===== config.mk =====
export PLATFORM = sky130hd
export DESIGN_NAME = ysyx_25040129_mem_arbiter
export DESIGN_NICKNAME = d
export VERILOG_FILES = /design/src/rtl/ysyx_25040129_mem_arbiter.sv
export SDC_FILE = /design/constraint.sdc
export NUM_CORES = 1
export LEC_CHECK = 0
export BUFFER_PORTS_ARGS = -buffer_cell sky130_fd_sc_hd__buf_2
export CORE_AREA = 4 4 143 145
export CTS_BUF_LIST = sky130_fd_sc_hd__clkbuf_4
export CTS_CLUSTER_SIZE = 8
export DETAILED_ROUTE_END_ITERATION = 8
export DIE_AREA = 0 0 147 149
export GPL_TIMING_DRIVEN = 0
export PLACE_DENSITY = 0.41
export SLEW_MARGIN = 30
export SYNTH_ARGS = -nofsm -noshare
export SYNTH_HDL_FRONTEND = slang
export SYNTH_SLANG_ARGS = --single-unit
export TNS_END_PERCENT = 5

===== constraint.sdc =====
create_clock -name clk -period 2.5 [get_ports clk]
set_clock_uncertainty 0.1 [all_clocks]
set_input_delay 0.25 -clock clk [delete_from_list [all_inputs] [get_ports clk]]
set_output_delay 0.25 -clock clk [all_outputs]
set_load 0.02 [all_outputs]

===== src/rtl/ysyx_25040129_mem_arbiter.sv =====
// Two-requester arbiter sharing one AXI4-Lite-style master port between IFU reads
// and LSU reads/writes; one transaction at a time, grant held until its response.
module ysyx_25040129_mem_arbiter #(
    parameter int ADDR_W = 32,
    parameter int DATA_W = 32
) (
    input  logic                clk,
    input  logic                rst,
    // IFU AR/R
    input  logic [ADDR_W-1:0]   ifu_araddr,
    input  logic                ifu_arvalid,
    output logic                ifu_arready,
    output logic [DATA_W-1:0]   ifu_rdata,
    output logic [1:0]          ifu_rresp,
    output logic                ifu_rvalid,
    input  logic                ifu_rready,
    // LSU AR/R
    input  logic [ADDR_W-1:0]   lsu_araddr,
    input  logic [2:0]          lsu_arsize,
    input  logic                lsu_arvalid,
    output logic                lsu_arready,
    output logic [DATA_W-1:0]   lsu_rdata,
    output logic [1:0]          lsu_rresp,
    output logic                lsu_rvalid,
    input  logic                lsu_rready,
    // LSU AW/W/B
    input  logic [ADDR_W-1:0]   lsu_awaddr,
    input  logic                lsu_awvalid,
    output logic                lsu_awready,
    input  logic [DATA_W-1:0]   lsu_wdata,
    input  logic [DATA_W/8-1:0] lsu_wstrb,
    input  logic                lsu_wvalid,
    output logic                lsu_wready,
    output logic [1:0]          lsu_bresp,
    output logic                lsu_bvalid,
    input  logic                lsu_bready,
    // Downstream AR/R
    output logic [ADDR_W-1:0]   araddr,
    output logic [2:0]          arsize,
    output logic                arvalid,
    input  logic                arready,
    input  logic [DATA_W-1:0]   rdata,
    input  logic [1:0]          rresp,
    input  logic                rvalid,
    output logic                rready,
    // Downstream AW/W/B
    output logic [ADDR_W-1:0]   awaddr,
    output logic                awvalid,
    input  logic                awready,
    output logic [DATA_W-1:0]   wdata,
    output logic [DATA_W/8-1:0] wstrb,
    output logic                wvalid,
    input  logic                wready,
    input  logic [1:0]          bresp,
    input  logic                bvalid,
    output logic                bready,
    output logic                busy
);

    typedef enum logic [1:0] {
        IDLE   = 2'd0,
        IFU_RD = 2'd1,
        LSU_RD = 2'd2,
        LSU_WR = 2'd3
    } state_t;

    state_t state_q, state_d;
    logic   last_ifu_q, last_ifu_d;

    logic ifu_req, lsu_r, lsu_w, lsu_any;
    state_t lsu_pick;

    assign ifu_req  = ifu_arvalid;
    assign lsu_r    = lsu_arvalid;
    assign lsu_w    = lsu_awvalid | lsu_wvalid;
    assign lsu_any  = lsu_r | lsu_w;
    assign lsu_pick = lsu_w ? LSU_WR : LSU_RD;

    always_ff @(posedge clk) begin
        if (rst) begin
            state_q    <= IDLE;
            last_ifu_q <= 1'b0;
        end else begin
            state_q    <= state_d;
            last_ifu_q <= last_ifu_d;
        end
    end

    always_comb begin
        state_d    = state_q;
        last_ifu_d = last_ifu_q;
        case (state_q)
            IDLE: begin
                // On a collision, the side that did not win last time goes first.
                if (ifu_req && lsu_any) begin
                    state_d = last_ifu_q ? lsu_pick : IFU_RD;
                end else if (lsu_any) begin
                    state_d = lsu_pick;
                end else if (ifu_req) begin
                    state_d = IFU_RD;
                end
                if (ifu_req || lsu_any) begin
                    last_ifu_d = (state_d == IFU_RD);
                end
            end
            IFU_RD:  if (rvalid && ifu_rready) state_d = IDLE;
            LSU_RD:  if (rvalid && lsu_rready) state_d = IDLE;
            LSU_WR:  if (bvalid && lsu_bready) state_d = IDLE;
            default: state_d = IDLE;
        endcase
    end

    always_comb begin
        ifu_arready = 1'b0;
        ifu_rdata   = '0;
        ifu_rresp   = 2'b00;
        ifu_rvalid  = 1'b0;
        lsu_arready = 1'b0;
        lsu_rdata   = '0;
        lsu_rresp   = 2'b00;
        lsu_rvalid  = 1'b0;
        lsu_awready = 1'b0;
        lsu_wready  = 1'b0;
        lsu_bresp   = 2'b00;
        lsu_bvalid  = 1'b0;
        araddr      = '0;
        arsize      = 3'b000;
        arvalid     = 1'b0;
        rready      = 1'b0;
        awaddr      = '0;
        awvalid     = 1'b0;
        wdata       = '0;
        wstrb       = '0;
        wvalid      = 1'b0;
        bready      = 1'b0;
        case (state_q)
            IFU_RD: begin
                araddr      = ifu_araddr;
                arsize      = 3'b010;
                arvalid     = ifu_arvalid;
                rready      = ifu_rready;
                ifu_arready = arready;
                ifu_rvalid  = rvalid;
                ifu_rresp   = rresp;
                ifu_rdata   = rdata;
                lsu_rdata   = rdata;
            end
            LSU_RD: begin
                araddr      = lsu_araddr;
                arsize      = lsu_arsize;
                arvalid     = lsu_arvalid;
                rready      = lsu_rready;
                lsu_arready = arready;
                lsu_rvalid  = rvalid;
                lsu_rresp   = rresp;
                ifu_rdata   = rdata;
                lsu_rdata   = rdata;
            end
            LSU_WR: begin
                // AW and W complete independently; only the B handshake ends the grant.
                awaddr      = lsu_awaddr;
                awvalid     = lsu_awvalid;
                wdata       = lsu_wdata;
                wstrb       = lsu_wstrb;
                wvalid      = lsu_wvalid;
                bready      = lsu_bready;
                lsu_awready = awready;
                lsu_wready  = wready;
                lsu_bvalid  = bvalid;
                lsu_bresp   = bresp;
            end
            default: ;
        endcase
    end

    assign busy = (state_q != IDLE);

endmodule


==> flow_metrics.env <==
export IMPL_numCtsBuffers=3
export IMPL_r2r_slack_ns=0.37
export IMPL_syn2layout_area_growth_pct=124
export IMPL_pin_count=371
export IMPL_clock_sinks=3
export IMPL_rows=51
export IMPL_clk_pin_slew_ns=0.04
export IMPL_top_usage_layer="met2"
export IMPL_dr_pass1_iters=6
export IMPL_h_tree_depth=1
export IMPL_met1_usage=0.106
export IMPL_drtAntennaViolNets=0
export IMPL_dieHeight_um=149
export IMPL_tns_ns=0
export IMPL_nets=838
export IMPL_synth_edf_count=0
export IMPL_worstSetupStartpointType="flip-flop"
export IMPL_power_density_mw_per_mm2=879
export IMPL_avgViaCountPerCell=3.47
export IMPL_synth_top_family_by_area="simple AND/OR/NAND/NOR gates"
export IMPL_max_slew_margin=0.617
export IMPL_worstHoldStart="rst"
export IMPL_vias=3157
export IMPL_track_usage=0.0962
export IMPL_gr_usage_met3=0.0216
export IMPL_critPathKind="reg2out"
export IMPL_finalHoldViolations=0
export IMPL_clkPwrFrac=0.027
export IMPL_min_to="state_q[0]"
export IMPL_synthXorXnorAreaFrac=0
export IMPL_coreArea_mm2=0.0192
export IMPL_worst_path_max_delay_cell="dfxtp_1"
export IMPL_sequentialPowerShare=0.025
export IMPL_intPower_w=0.00151
export IMPL_drt_iter0_drc=129
export IMPL_rsz0062_at_grt="yes"
export IMPL_combPwrFrac=0.948
export IMPL_grt_pass1_vias=3054
export IMPL_fin_crit_sh=0.957
export IMPL_grtUsageMet2=0.192
export IMPL_die_w_um=147
export IMPL_grt_max_degree=11
export IMPL_synth_warnings=0
export IMPL_drc=0
export IMPL_cts_tree="yes"
export IMPL_netSwitchingFraction=0.576
export IMPL_reg2reg_depth=5
export IMPL_hold_path_depth=2
export IMPL_fin_util=0.211
export IMPL_required_ns=2.15
export IMPL_wl_per_cell_um=13.3
export IMPL_r2r_end="state_q[1]"
export IMPL_synthCells=273
export IMPL_routed_wl_um=12100
export IMPL_dp_hpwl_um=10900
export IMPL_hold_class="in2reg"
export IMPL_fin_crit_ns=2.39
export IMPL_antenna_cells_inserted=0
export IMPL_grt_first_pass_wirelength_um=16800
export IMPL_cpPeakStageDelay_ns=0.34
export IMPL_fin_ws_ns=0.108
export IMPL_status="finished clean"
export IMPL_cp_arrival_ns=2.04
export IMPL_io_buffers=370
export IMPL_fp_dieArea_mm2=0.0219
export IMPL_synthAdderAreaFrac=0.0416
export IMPL_pre_cts_slack_ns=-0.267
export IMPL_max_cap_violations=0
export IMPL_grt_antenna_before_repair=1
export IMPL_synthFlopType="dfxtp_1"
export IMPL_r2r_start="state_q[0]"
export IMPL_netlist_area_mm2=0.00181
export IMPL_drive_gt1_frac=0.652
export IMPL_leakage_nw=2.54
export IMPL_cts_buffer_depth=2
export IMPL_setup_viol=0
export IMPL_peakVddDrop_v=0.000497
export IMPL_yosysUniqueCellTypes=22
export IMPL_async_flop_share=0
export IMPL_worst_pin_slew_ns=0.574
export IMPL_routabilityCongestion=0.728
export IMPL_seq_area_frac_synth=0.0332
export IMPL_synthMuxAreaShare=0
export IMPL_max_freq_mhz=418
export IMPL_synthSimpleGateAreaFrac=0.556
export IMPL_ys_seq_elements=3
export IMPL_crit_fanout=10
export IMPL_clock_tree_root_cell="clkbuf_4"
export IMPL_avgSynthCellArea_um2=6.62
export IMPL_cts_hold_buf=0
export IMPL_synth_nets=464
export IMPL_p_sw_w=0.00205
export IMPL_grt_ovfl_total=0
export IMPL_clock_latency_ns=0.23
export IMPL_crit_path_cell_trace="inv_1, ha_1, clkbuf_4, buf_2, a22oi_1, nor2b_1, buf_2"
export IMPL_end_kind="output port"
export IMPL_initial_utilization=0.0941
export IMPL_drv_slew=0
export IMPL_synth_compound_area_frac=0.180
export IMPL_crit_path_frequent_cell="buf_2"
through the flow:
| stage | area [um2] | hold WS [ns] | power [W] | cells |
|---|---|---|---|---|
| 3_5_place_dp | 3990 | 0.385 | 0.00347 | 908 |
| 2_1_floorplan | 1810 | 0.219 | 0.00227 | 273 |
| 3_3_place_gp | 3990 | 0.371 | 0.00351 | 908 |
| 4_1_cts | 4040 | 0.132 | 0.00363 | 911 |
| 5_1_grt | 4060 | 0.155 | 0.00387 | 911 |
| 6_report | 4060 | 0.132 | 0.00357 | 911 |
worst max-delay path, delay by kind of cell (launching register included):
family / cells / cell delay, ns
buf+inv: 4 / 0.87
flops: 1 / 0.34
fa+ha+maj: 1 / 0.24
simple gates: 1 / 0.21
compound gates: 1 / 0.15
what timing repair did:
item / 4_1_cts / 5_1_grt
resized for setup: 12 / 9
setup buffers: 0 / 0
gates cloned: 0 / 0
endpoints found under the setup margin: 40 / 71
cells by family after synthesis:
kind of cell,count (synthesis)
simple gates,161
buf+inv,59
compound gates,44
fa+ha+maj,6
flops,3
Yosys cell counts (2+ instances only):
cell      number  area (um2)
nand2_1        3        11.3
a21oi_1        3        15.0
a22oi_1       35         263
nor2b_1       35         219
dfxtp_1        3        60.1
and2_1       116         726
buf_4         32         240
ha_1           6        75.1
nand2b_1       2        12.5
inv_1          4        15.0
and2_2         2        15.0
clkbuf_1      22        82.6
final cells by class:
class | count | area (um2)
repair buffers | 370 | 1850
inverters | 4 | 15.0
plain buffers | 54 | 349
clock buffers | 4 | 30.0
well taps | 265 | 332
flip-flops and latches | 3 | 60.1
fillers | 2206 | 15200
multi-input cells | 211 | 1420
power groups by stage:
| stage | logic (W) | clock network, W | registers [W] |
|---|---|---|---|
| 6_report | 0.00338 | 0.0000959 | 0.0000897 |
| 3_5_place_dp | 0.00338 | 0 | 0.0000906 |
| 4_1_cts | 0.00344 | 0.000102 | 0.0000897 |
| 2_1_floorplan | 0.00218 | 0 | 0.0000844 |
| 3_3_place_gp | 0.00342 | 0 | 0.0000914 |
| 5_1_grt | 0.00367 | 0.000108 | 0.0000950 |
state kept, by name, summed over array words and instances (netlist names):
signal / count
state_q: 2
last_ifu_q: 1
worst max-delay path by stage:
| stage | slack (ns) | to | cells past startpoint | from |
|---|---|---|---|---|
| after CTS | 0.008 | awaddr[5] | 5 | state_q[1] |
| final | 0.11 | araddr[0] | 7 | state_q[1] |
| after floorplan | 0.48 | lsu_rdata[0] | 6 | state_q[0] |
| after detailed placement | -0.27 | rready | 6 | state_q[0] |
| after global placement | -0.25 | araddr[0] | 6 | state_q[0] |
| after global routing | -0.05 | araddr[0] | 7 | state_q[1] |
layer usage:
layer  part of all wire  vias to the layer above
li1                   -                     1604
met1               0.36                     1341
met2               0.54                      204
met3              0.094                        6
met4             0.0048                        2
met5             0.0017                        -
placed cells by master, fill, tap and decap left out, types with 2 or more instances in the layout:
cell      count
a21oi_1       3
a22oi_1      35
and2_1      116
and2_2        2
buf_2       371
buf_4        32
clkbuf_1     10
clkbuf_2      9
clkbuf_4      5
dfxtp_1       3
ha_1          5
inv_1         4
nand2_1       3
nand2b_1      2
nor2b_1      35
Power figures use the tool's default switching activity.
